==> config.mk <==
export PLATFORM = sky130hd
export DESIGN_NAME = sweep_gate_controller_flat
export DESIGN_NICKNAME = d
export VERILOG_FILES = /design/src/rtl/sweep_gate_controller_pkg.sv /design/src/rtl/sweep_gate_controller_if.sv /design/src/rtl/sweep_gate_controller_cycle_timer.sv /design/src/rtl/sweep_gate_controller.sv /design/src/flat_wrapper.sv
export SDC_FILE = /design/constraint.sdc
export NUM_CORES = 1
export LEC_CHECK = 0
export BUFFER_PORTS_ARGS = -buffer_cell sky130_fd_sc_hd__buf_2
export CORE_MARGIN = 3
export CORE_UTILIZATION = 55
export DETAILED_ROUTE_END_ITERATION = 7
export GPL_TIMING_DRIVEN = 0
export PLACE_DENSITY = 0.76
export SYNTH_ARGS = -nofsm -noshare
export SYNTH_HDL_FRONTEND = slang
export SYNTH_HIERARCHICAL = 1
export SYNTH_SLANG_ARGS = --single-unit
==> constraint.sdc <==
create_clock -name clk_50M -period 2.8 [get_ports clk_50M]
set_clock_uncertainty 0.05 [all_clocks]
set_input_delay 0.56 -clock clk_50M [delete_from_list [all_inputs] [get_ports clk_50M]]
set_output_delay 0.56 -clock clk_50M [all_outputs]
set_load 0.05 [all_outputs]
==> src/rtl/sweep_gate_controller_pkg.sv <==
// ---------------------------------------------------------------------------
// freq_meter_pkg
//   Shared types and constants for the frequency meter measurement sequencer.
//   - state_t      : measurement FSM states (IDLE encodes as 0)
//   - SW_*         : divider select codes (SW_DEFAULT = 10 MHz default source)
//   - SWEEP_TABLE  : 12-entry auto-sweep sequence, entry 0 first
//   - sweep_code() : bounded lookup into SWEEP_TABLE
//   - max_u()      : constant helper for sizing timers
// ---------------------------------------------------------------------------
package freq_meter_pkg;

  typedef enum logic [2:0] {
    ST_IDLE   = 3'd0,
    ST_SELECT = 3'd1,
    ST_SETTLE = 3'd2,
    ST_CLEAR  = 3'd3,
    ST_GATE   = 3'd4,
    ST_REPORT = 3'd5
  } state_t;

  localparam logic [7:0] SW_DEFAULT = 8'h00;
  localparam logic [7:0] SW_S0      = 8'h01;
  localparam logic [7:0] SW_S1      = 8'h02;
  localparam logic [7:0] SW_S2      = 8'h04;
  localparam logic [7:0] SW_S3      = 8'h08;
  localparam logic [7:0] SW_S4      = 8'h10;
  localparam logic [7:0] SW_S5      = 8'h20;
  localparam logic [7:0] SW_S6      = 8'h40;
  localparam logic [7:0] SW_S7      = 8'h80;
  localparam logic [7:0] SW_S8      = 8'h60;
  localparam logic [7:0] SW_S9      = 8'hA0;
  localparam logic [7:0] SW_S10     = 8'hC0;
  localparam logic [7:0] SW_S11     = 8'hE0;

  localparam int unsigned SWEEP_LEN = 12;

  // Packed so entry [0] is the rightmost element of the concatenation.
  localparam logic [11:0][7:0] SWEEP_TABLE = {
    SW_S11, SW_S10, SW_S9, SW_S8, SW_S7, SW_S6,
    SW_S5,  SW_S4,  SW_S3, SW_S2, SW_S1, SW_S0
  };

  // Indices past the table fall back to the divider default.
  function automatic logic [7:0] sweep_code(input logic [3:0] idx);
    if (idx < 4'(SWEEP_LEN)) sweep_code = SWEEP_TABLE[idx];
    else                     sweep_code = SW_DEFAULT;
  endfunction

  function automatic int unsigned max_u(input int unsigned a, input int unsigned b);
    return (a > b) ? a : b;
  endfunction

endpackage

==> src/rtl/sweep_gate_controller_if.sv <==
// ---------------------------------------------------------------------------
// sweep_gate_controller_if
//   Bundles the control/readout signals of the measurement sequencer.
//   master modport : the board/readout side (drives start/abort/mode/switches/ack)
//   slave modport  : the sequencer (drives divider select, counter control, status)
//
//   Readout handshake: meas_valid rises when a result is ready and stays high
//   until a cycle in which meas_ack is also high; that cycle completes the
//   transfer. meas_ack while meas_valid is low has no effect. abort in the same
//   cycle as meas_ack cancels the transfer's follow-on step (back to IDLE).
//
//   Signals:
//     start, abort, mode_auto, sw_manual[7:0], meas_ack   (master -> slave)
//     sel_code[7:0], cnt_clr, gate_en, meas_valid,
//     step_idx[3:0], busy, sweep_done, dbg_state          (slave -> master)
// ---------------------------------------------------------------------------
interface sweep_gate_controller_if;
  import freq_meter_pkg::*;

  logic       start;
  logic       abort;
  logic       mode_auto;
  logic [7:0] sw_manual;
  logic       meas_ack;

  logic [7:0] sel_code;
  logic       cnt_clr;
  logic       gate_en;
  logic       meas_valid;
  logic [3:0] step_idx;
  logic       busy;
  logic       sweep_done;
  state_t     dbg_state;

  modport master (
    output start, abort, mode_auto, sw_manual, meas_ack,
    input  sel_code, cnt_clr, gate_en, meas_valid, step_idx, busy, sweep_done, dbg_state
  );

  modport slave (
    input  start, abort, mode_auto, sw_manual, meas_ack,
    output sel_code, cnt_clr, gate_en, meas_valid, step_idx, busy, sweep_done, dbg_state
  );

endinterface

==> src/rtl/sweep_gate_controller_cycle_timer.sv <==
// ---------------------------------------------------------------------------
// cycle_timer
//   Loadable down-counter with zero flag, shared by the settle and gate phases.
//   Ports:
//     clk_50M  in  clock
//     rst      in  asynchronous active-low reset (count -> 0)
//     load     in  load count with load_val (wins over en)
//     load_val in  W-bit value to load
//     en       in  decrement by one; holds at 0 (no wrap)
//     zero     out count == 0
// ---------------------------------------------------------------------------
module cycle_timer #(
  parameter int unsigned W = 8
) (
  input  logic         clk_50M,
  input  logic         rst,
  input  logic         load,
  input  logic [W-1:0] load_val,
  input  logic         en,
  output logic         zero
);

  logic [W-1:0] count;

  always_ff @(posedge clk_50M or negedge rst) begin
    if (!rst) begin
      count <= '0;
    end else if (load) begin
      count <= load_val;
    end else if (en && (count != '0)) begin
      count <= count - W'(1);
    end
  end

  assign zero = (count == '0);

endmodule

==> src/rtl/sweep_gate_controller.sv <==
// ---------------------------------------------------------------------------
// sweep_gate_controller
//   Sequences one frequency measurement (or an auto sweep of them):
//   SELECT the divider code, SETTLE, CLEAR the edge counter, open the GATE,
//   then REPORT via meas_valid/meas_ack.
//   Ports:
//     clk_50M  in  50 MHz system clock
//     rst      in  asynchronous active-low reset
//     ctl      sweep_gate_controller_if.slave (see interface header)
//   Parameters:
//     SETTLE_CYCLES  settle time after a select-code change (>=1)
//     GATE_CYCLES    gate window length (>=1)
//     NUM_STEPS      sweep-table entries used in auto mode (1..12)
//   Build option:
//     CONTINUOUS_SWEEP_EN  when defined, an auto sweep restarts from entry 0
//                          after the last step instead of returning to IDLE.
// ---------------------------------------------------------------------------
module sweep_gate_controller
  import freq_meter_pkg::*;
#(
  parameter int unsigned SETTLE_CYCLES = 1024,
  parameter int unsigned GATE_CYCLES   = 50_000_000,
  parameter int unsigned NUM_STEPS     = 12
) (
  input logic                      clk_50M,
  input logic                      rst,
  sweep_gate_controller_if.slave   ctl
);

  // Sized for the longer of the two phases so a large SETTLE_CYCLES still fits.
  localparam int unsigned TW = $clog2(max_u(GATE_CYCLES, SETTLE_CYCLES) + 1);
  // Phases run while the timer counts N-1 .. 0, i.e. exactly N cycles.
  localparam logic [TW-1:0] SETTLE_LOAD = TW'(SETTLE_CYCLES - 1);
  localparam logic [TW-1:0] GATE_LOAD   = TW'(GATE_CYCLES - 1);
  localparam logic [3:0]    LAST_STEP   = 4'(NUM_STEPS - 1);

  state_t        state, state_nxt;
  logic          mode_reg;
  logic [3:0]    step_q;
  logic [7:0]    sel_q;
  logic          done_q;

  logic          tmr_load;
  logic [TW-1:0] tmr_val;
  logic          tmr_en;
  logic          tmr_zero;

  logic          cnt_clr_c, gate_en_c, meas_valid_c, busy_c;
  logic          last_step;

  assign last_step = (step_q == LAST_STEP);

  cycle_timer #(.W(TW)) u_timer (
    .clk_50M  (clk_50M),
    .rst      (rst),
    .load     (tmr_load),
    .load_val (tmr_val),
    .en       (tmr_en),
    .zero     (tmr_zero)
  );

  // State register
  always_ff @(posedge clk_50M or negedge rst) begin
    if (!rst) state <= ST_IDLE;
    else      state <= state_nxt;
  end

  // Next-state logic; abort overrides everything, including a same-cycle ack.
  always_comb begin
    state_nxt = state;
    if (ctl.abort) begin
      state_nxt = ST_IDLE;
    end else begin
      case (state)
        ST_IDLE:   if (ctl.start) state_nxt = ST_SELECT;
        ST_SELECT: state_nxt = ST_SETTLE;
        ST_SETTLE: if (tmr_zero) state_nxt = ST_CLEAR;
        ST_CLEAR:  state_nxt = ST_GATE;
        ST_GATE:   if (tmr_zero) state_nxt = ST_REPORT;
        ST_REPORT: begin
          if (ctl.meas_ack) begin
            if (!mode_reg)       state_nxt = ST_IDLE;
            else if (!last_step) state_nxt = ST_SELECT;
            else begin
`ifdef CONTINUOUS_SWEEP_EN
              state_nxt = ST_SELECT;
`else
              state_nxt = ST_IDLE;
`endif
            end
          end
        end
        default:   state_nxt = ST_IDLE;
      endcase
    end
  end

  // Output / timer-control decode from the current state.
  always_comb begin
    cnt_clr_c    = 1'b0;
    gate_en_c    = 1'b0;
    meas_valid_c = 1'b0;
    busy_c       = 1'b1;
    tmr_load     = 1'b0;
    tmr_val      = '0;
    tmr_en       = 1'b0;
    case (state)
      ST_IDLE:   busy_c = 1'b0;
      ST_SELECT: begin
        tmr_load = 1'b1;
        tmr_val  = SETTLE_LOAD;
      end
      ST_SETTLE: tmr_en = 1'b1;
      ST_CLEAR:  begin
        cnt_clr_c = 1'b1;
        tmr_load  = 1'b1;
        tmr_val   = GATE_LOAD;
      end
      ST_GATE:   begin
        gate_en_c = 1'b1;
        tmr_en    = 1'b1;
      end
      ST_REPORT: meas_valid_c = 1'b1;
      default:   busy_c = 1'b0;
    endcase
  end

  // Datapath registers: latched mode, sweep index, select code, done pulse.
  always_ff @(posedge clk_50M or negedge rst) begin
    if (!rst) begin
      mode_reg <= 1'b0;
      step_q   <= '0;
      sel_q    <= SW_DEFAULT;
      done_q   <= 1'b0;
    end else begin
      done_q <= 1'b0;
      if (ctl.abort) begin
        // sel_q deliberately keeps its last value so the divider does not glitch.
        step_q <= '0;
      end else begin
        case (state)
          ST_IDLE:   if (ctl.start) mode_reg <= ctl.mode_auto;
          ST_SELECT: sel_q <= mode_reg ? sweep_code(step_q) : ctl.sw_manual;
          ST_REPORT: begin
            if (ctl.meas_ack && mode_reg) begin
              if (last_step) begin
                step_q <= '0;
                done_q <= 1'b1;
              end else begin
                step_q <= step_q + 4'd1;
              end
            end
          end
          default: ;
        endcase
      end
    end
  end

  assign ctl.sel_code   = sel_q;
  assign ctl.cnt_clr    = cnt_clr_c;
  assign ctl.gate_en    = gate_en_c;
  assign ctl.meas_valid = meas_valid_c;
  assign ctl.step_idx   = step_q;
  assign ctl.busy       = busy_c;
  assign ctl.sweep_done = done_q;
  assign ctl.dbg_state  = state;

endmodule

==> src/flat_wrapper.sv <==
// flat-port wrapper written by rule: the top's interface ports become plain ports
module sweep_gate_controller_flat import freq_meter_pkg::*;
#(
  parameter int unsigned SETTLE_CYCLES = 1024,
  parameter int unsigned GATE_CYCLES   = 50_000_000,
  parameter int unsigned NUM_STEPS     = 12
)
  (clk_50M, rst, ctl_start, ctl_abort, ctl_mode_auto, ctl_sw_manual, ctl_meas_ack, ctl_sel_code, ctl_cnt_clr, ctl_gate_en, ctl_meas_valid, ctl_step_idx, ctl_busy, ctl_sweep_done, ctl_dbg_state);
  sweep_gate_controller_if ctl_i ();
  input logic clk_50M;
  input logic rst;
  input wire logic [$bits(ctl_i.start)-1:0] ctl_start;
  input wire logic [$bits(ctl_i.abort)-1:0] ctl_abort;
  input wire logic [$bits(ctl_i.mode_auto)-1:0] ctl_mode_auto;
  input wire logic [$bits(ctl_i.sw_manual)-1:0] ctl_sw_manual;
  input wire logic [$bits(ctl_i.meas_ack)-1:0] ctl_meas_ack;
  output wire logic [$bits(ctl_i.sel_code)-1:0] ctl_sel_code;
  output wire logic [$bits(ctl_i.cnt_clr)-1:0] ctl_cnt_clr;
  output wire logic [$bits(ctl_i.gate_en)-1:0] ctl_gate_en;
  output wire logic [$bits(ctl_i.meas_valid)-1:0] ctl_meas_valid;
  output wire logic [$bits(ctl_i.step_idx)-1:0] ctl_step_idx;
  output wire logic [$bits(ctl_i.busy)-1:0] ctl_busy;
  output wire logic [$bits(ctl_i.sweep_done)-1:0] ctl_sweep_done;
  output wire logic [$bits(ctl_i.dbg_state)-1:0] ctl_dbg_state;
  assign ctl_i.start = ctl_start;
  assign ctl_i.abort = ctl_abort;
  assign ctl_i.mode_auto = ctl_mode_auto;
  assign ctl_i.sw_manual = ctl_sw_manual;
  assign ctl_i.meas_ack = ctl_meas_ack;
  assign ctl_sel_code = ctl_i.sel_code;
  assign ctl_cnt_clr = ctl_i.cnt_clr;
  assign ctl_gate_en = ctl_i.gate_en;
  assign ctl_meas_valid = ctl_i.meas_valid;
  assign ctl_step_idx = ctl_i.step_idx;
  assign ctl_busy = ctl_i.busy;
  assign ctl_sweep_done = ctl_i.sweep_done;
  assign ctl_dbg_state = ctl_i.dbg_state;
  sweep_gate_controller #(.SETTLE_CYCLES(SETTLE_CYCLES), .GATE_CYCLES(GATE_CYCLES), .NUM_STEPS(NUM_STEPS)) u_core (.clk_50M(clk_50M), .rst(rst), .ctl(ctl_i));
endmodule
## Word level (Yosys, flattened, before mapping)

Memories as Yosys holds them, arrays and structs flattened.
Cells that the tools add are included.

| storage, ports and cells | value |
|---|---|
| output and inout port bits | 20 |
| memory bits (read-only) | 128 |
| bits in latches | 0 |
| bits in registers | 43 |
| memories kept | 1 |
| RAM bits | 0 |
| bits of input ports | 14 |
| logic and storage cells | 65 |

| cells by class | value |
|---|---|
| multipliers | 0 |
| $add $sub $neg | 2 |
| $lt $le $gt $ge | 2 |
| div/mod/pow operators | 0 |
| reductions and logical operators | 15 |
| shift-type cells | 0 |
| bitwise gates (word level) | 1 |
| mux-type cells | 28 |
| equality and inequality tests | 10 |

Memories:

| memory | depth | width | rd ports | clocked after memory_dff | wr ports | line | text |
|---|---|---|---|---|---|---|---|
| (name not given) | 16 | 8 | 1 | 0 | 0 | sweep_gate_controller_pkg.sv:45 | `if (idx < 4'(SWEEP_LEN)) sweep_code = SWEEP_TABLE[idx];` |

Operator list:

| operator | number |
|---|---|
| $mux 26 | 2 |
| $pmux 26 s2 | 1 |
| $logic_not 26->1 | 1 |
| $reduce_bool 26->1 | 1 |
| $sub 26x1->26 const B | 1 |
| $mux 8 | 3 |
| $mux 3 | 6 |
| $pmux 3 s6 | 1 |
| $mux 4 | 4 |
| $mux 1 | 11 |
| $eq 3x2->1 const B | 2 |
| $eq 3x3->1 const B | 2 |
| $ne 3x2->1 const B | 2 |
| $ne 3x3->1 const B | 2 |
| $reduce_bool 2->1 | 3 |
| $lt 4x5->1 const B | 1 |
| $reduce_or 5->1 | 1 |
| $add 4x1->4 const B | 1 |
| $eq 4x4->1 const B | 1 |
| $lt 4x4->1 const B | 1 |
| $reduce_and 2->1 | 2 |
| $reduce_and 4->1 | 1 |
| $reduce_or 2->1 | 2 |
| $eq 3x1->1 const B | 1 |
| 4 further kinds | 5 |

## Logic depth before layout (Yosys ltp)

| depth | value |
|---|---|
| depth after elaboration | 6 |
| gate-level depth with buffers | 9 |
| mapped depth without buffers | 9 |

## Cells and area by module

Netlist, hierarchy kept.

By module, submodules not included:

| module | instances | area each (um^2) | seq. area each (um^2) | cells an instance |
|---|---|---|---|---|
| cycle_timer | 1 | 1634.1 | 650.6 | 172 |
| sweep_gate_controller | 1 | 1127.3 | 425.4 | 128 |

## Least setup slack after synthesis

No wires, ideal clock.

| path | value |
|---|---|
| path type | reg-to-output |
| from | reg u_core.state[2] (netlist: u_core/ctl.dbg_state[2]) |
| to | out ctl_gate_en |
| cell stages (with the launch flop) | 3 |
| buffers on the path | 1 |
| arrival time | 2.114 ns |
| slack | 0.076 ns |
| required time | 2.190 ns |
| path through | dfrtp_1 > buf_2 > nor3b_1 |

| on the way | value |
|---|---|
| cells in the longest elaborated chain, start to end | 2 |

Ends and longest elaborated chain:

| element | line | text |
|---|---|---|
| from (decl) | sweep_gate_controller.sv:37 | `state_t state, state_nxt;` |
| from (signal assigned) | sweep_gate_controller.sv:65 | `else state <= state_nxt;` |
| $eq 3x3->1 | sweep_gate_controller.sv:107 | `case (state)` |
| $mux 1 | sweep_gate_controller.sv:107 |  |
| to (decl) | flat_wrapper.sv:19 | `output wire logic [$bits(ctl_i.gate_en)-1:0] ctl_gate_en;` |

Every way passes these cells.

## Final worst setup path

| path | value |
|---|---|
| from | reg u_core.u_timer.count[0] |
| to | reg u_core.state[2] (netlist: u_core/ctl.dbg_state[2]) |

| on the way | value |
|---|---|
| cells in the longest elaborated chain, start to end | 3 |
| elaborated cells on any way between the ends | 4 |
| classes of those cells | eq/ne (2); reduce/logical (2) |

Ends and longest elaborated chain:

| element | line | text |
|---|---|---|
| from (decl) | sweep_gate_controller_cycle_timer.sv:23 | `logic [W-1:0] count;` |
| from (signal assigned) | sweep_gate_controller_cycle_timer.sv:29 | `count <= load_val;` |
| from (signal assigned) | sweep_gate_controller_cycle_timer.sv:31 | `count <= count - W'(1);` |
| $logic_not 26->1 * | sweep_gate_controller_cycle_timer.sv:35 | `assign zero = (count == '0);` |
| net u_core.tmr_zero | sweep_gate_controller.sv:46 | `logic tmr_zero;` |
| $ne 3x2->1 (no line) | - |  |
| $reduce_and 4->1 (no line) * | - |  |

The timed path passes the listed nets; every way through them passes the cells marked *.
A chain may end at the register's enable or synchronous reset.

==> out/metrics.csv <==
metric,value,unit
routed.top_layer,met4,
grt_first_pass_wirelength,10.84,mm
critical-path-max-stage-delay,0.44,ns
worstReg2RegStart,u_core/u_timer/count[0],
wl_met3,350,um
wl_met1,2.997,mm
p_leak,1.344,nW
numCtsBuffers,5,
post_synth_num_cell_types,63,
tightest_slew,0.9515,ns
vias_per_cell,5.905,
drt_drc_violations_left,0,
tns,0,ns
fmax,384.9,MHz
die_x,76.86,um
yosysMostFrequentCell,dfrtp_1,
synth_common_cells,"dfrtp_1, nand2_1, o21ai_0, nor2_1, inv_1",
num_vias,2433,
grt_max_degree,44,
nFillCells,423,
path_buf_inv,1,
drt_first_pass_iters,5,
dieArea,5907,sq um
yosys_most_used_dff,dfrtp_1,
grtUsageTotal,22.30,%
synth.yosys.seq_area_share,38.97,%
row_count,25,
drv_cap,0,
avgSynthCellArea,9.205,sq um
detail_route.wl_per_cell,15.12,um
ios,34,
syn_area,2761,sq um
worstSetupStartpointType,flop,
synth_enable_flop_cells,0,
numClockSinks,43,
finalWirelength,6.228,mm
worstPathArrival,2.74,ns
post_dp_cell_area,3025,sq um
cts_buffer_depth,2,
r2r_cells,9,
core-area,4786,sq um
reg2reg_slack,0.20,ns
stdcell_area,3161,sq um
drt_iter0_drc,185,
hpwl,4.405,mm
dp_cells,404,
async_reset_ff_share,100.0,%
synth.area.top_cells,"dfrtp_1, ha_1, o21ai_0",
vdd_drop_max,430.4,uV
grt_remaining_overflow,0,
grt_setup_unrepaired,no,
ys_ff_latch,43,
p_per_area,893.6,nW/um^2
cp.required,2.94,ns
final_cells,412,
synthCells,300,
io_buffers,33,
slew_headroom,36.57,%
report.final.slew_viol_count,0,
ys_warn_count,6,
outcome,"finished, final reports clean",
path_cells,"inv_1, ha_1, nor3b_2, nand4_4, nor2_4, mux2i_1, a211oi_2, o31ai_1, a32o_1",
cts_root_buf,clkbuf_8,
diodes,0,
initial_core_util,57.70,%
final_hold_viol_count,0,
path_max_fanout,8,
largest_reg_flops,26,
path_class,reg2reg,
gpl.final_weighted_congestion,0.8235,
slowest_stage,dfrtp_1,
syn_to_final_growth,14.45,%
utilization,66.04,%
crit_family,simple AND/OR/NAND/NOR gates,
layout-drive-gt1-share,21.16,%
die_height,76.86,um
synth_top_area_share,38.97,%
nets,368,
end_kind,flop,
cts_hold_buf,0,
cts.clk_slew.worst_paths,0.08,ns
regMostFlops,u_core/u_timer/count,
grt_pass1_vias,2283,
setup_viol,0,
ant_nets,0,
antenna_found_initial,0,
holdWs,0.3485,ns
rr_endpoint,u_core/ctl.dbg_state[2],
cts_max_level,2,
cts_tree,built,
hold_path.class,in2async,
finalWorstPathRequiredPeriod,2.598,ns
fin_crit_sh,92.78,%
clkLatencyLatePin,0.30,ns
dr_wl_met2,2.795,mm
synth_area_leader_cell,dfrtp_1,
==> worst register-to-register path, cell delays in order (launching register included) <==
cell and delay [ns]:
dfrtp_1 0.44, inv_1 0.11, ha_1 0.18, nor3b_2 0.40
nand4_4 0.25, nor2_4 0.25, mux2i_1 0.12, a211oi_2 0.31
o31ai_1 0.11, a32o_1 0.26
==> report_power, final <==
part           switching [mW]  internal (mW)  leakage, nW
Sequential              0.234          0.830        0.550
Clock                   0.216          0.289       0.0612
Combinational           0.820          0.436        0.733
Total                    1.27           1.55         1.34
==> logic make-up (layout without fill, tap and decap cells) <==
logic type / Yosys count / after routing / synth area share [%]
xor gates and xnor gates: 17 / 17 / 5.392
other: 1 / 5 / 0.1358
buffers and inverters: 30 / 71 / 4.621
adders and majority gates: 10 / 10 / 4.531
DFF: 43 / 43 / 38.97
muxes: 7 / 7 / 2.764
AOI/OAI and AO/OA: 75 / 75 / 18.03
and+or+nand+nor: 117 / 117 / 25.56
==> through the flow <==
stage | total power [mW] | setup slack (ns)
floorplan | 2.001 | 0.07566
global placement | 2.270 | 0.1088
detailed placement | 2.302 | 0.09455
CTS | 2.816 | 0.06619
global route | 3.032 | 0.03983
finish | 2.824 | 0.2021
==> worst max-delay path by stage <==
stage,startpoint,endpoint,slack (ns),depth (start not counted)
after floorplan,u_core/ctl.dbg_state[2],ctl_gate_en,0.08,2
after global placement,u_core/u_timer/count[0],u_core/ctl.dbg_state[2],0.11,9
after detailed placement,u_core/u_timer/count[0],u_core/ctl.dbg_state[2],0.09,9
after CTS,u_core/ctl.dbg_state[2],ctl_cnt_clr,0.07,4
after global routing,u_core/u_timer/count[0],u_core/ctl.dbg_state[2],0.04,9
final,u_core/u_timer/count[0],u_core/ctl.dbg_state[2],0.20,9
==> timing repair <==
item                                   4_1_cts  5_1_grt
buffers inserted                             0        0
setup endpoints to repair                    0        3
resized for setup                            0        4
endpoints found under the hold margin        0        0
==> layer usage <==
metal  vias to the layer above  global-route usage, %
met1                      1156                  32.36
li1                       1190                      -
met2                        77                  33.45
met3                        10                  4.225
met5                         -                      0
met4                         0                  7.246
==> cells in the final DEF, fill, tap and decap left out, drive strengths merged, types with 2 or more instances in the layout <==
cell	n
nand4b	3
a221oi	3
nor4b	2
and3	3
nor3b	3
o211ai	10
a31o	2
nand4	5
a211oi	2
and2	3
nand2b	4
a31oi	8
xnor2	8
o2111ai	3
nor2b	3
dfrtp	43
inv	13
mux2	5
mux2i	2
o31ai	3
conb	5
a21oi	8
nor4	10
xor2	9
clkbuf	16
nand3	3
ha	10
buf	40
nor2	23
nand2	28
and4	3
nand3b	2
o221ai	2
or4	5
nor3	9
o21ai	28
or3	3
o41ai	2
==> cell type report <==
| cell class | count | area (sq um) | area share [%] |
|---|---|---|---|
| buffer | 17 | 78.83 | 2.494 |
| clock buffer | 6 | 82.58 | 2.613 |
| clock inverter | 2 | 35.03 | 1.108 |
| inverter | 13 | 48.80 | 1.544 |
| multi-input combinational | 231 | 1590 | 50.32 |
| sequential | 43 | 1076 | 34.05 |
| tap | 67 | 83.83 | 2.652 |
| timing repair buffer | 33 | 165.2 | 5.226 |
Power figures use the tool's default switching activity.
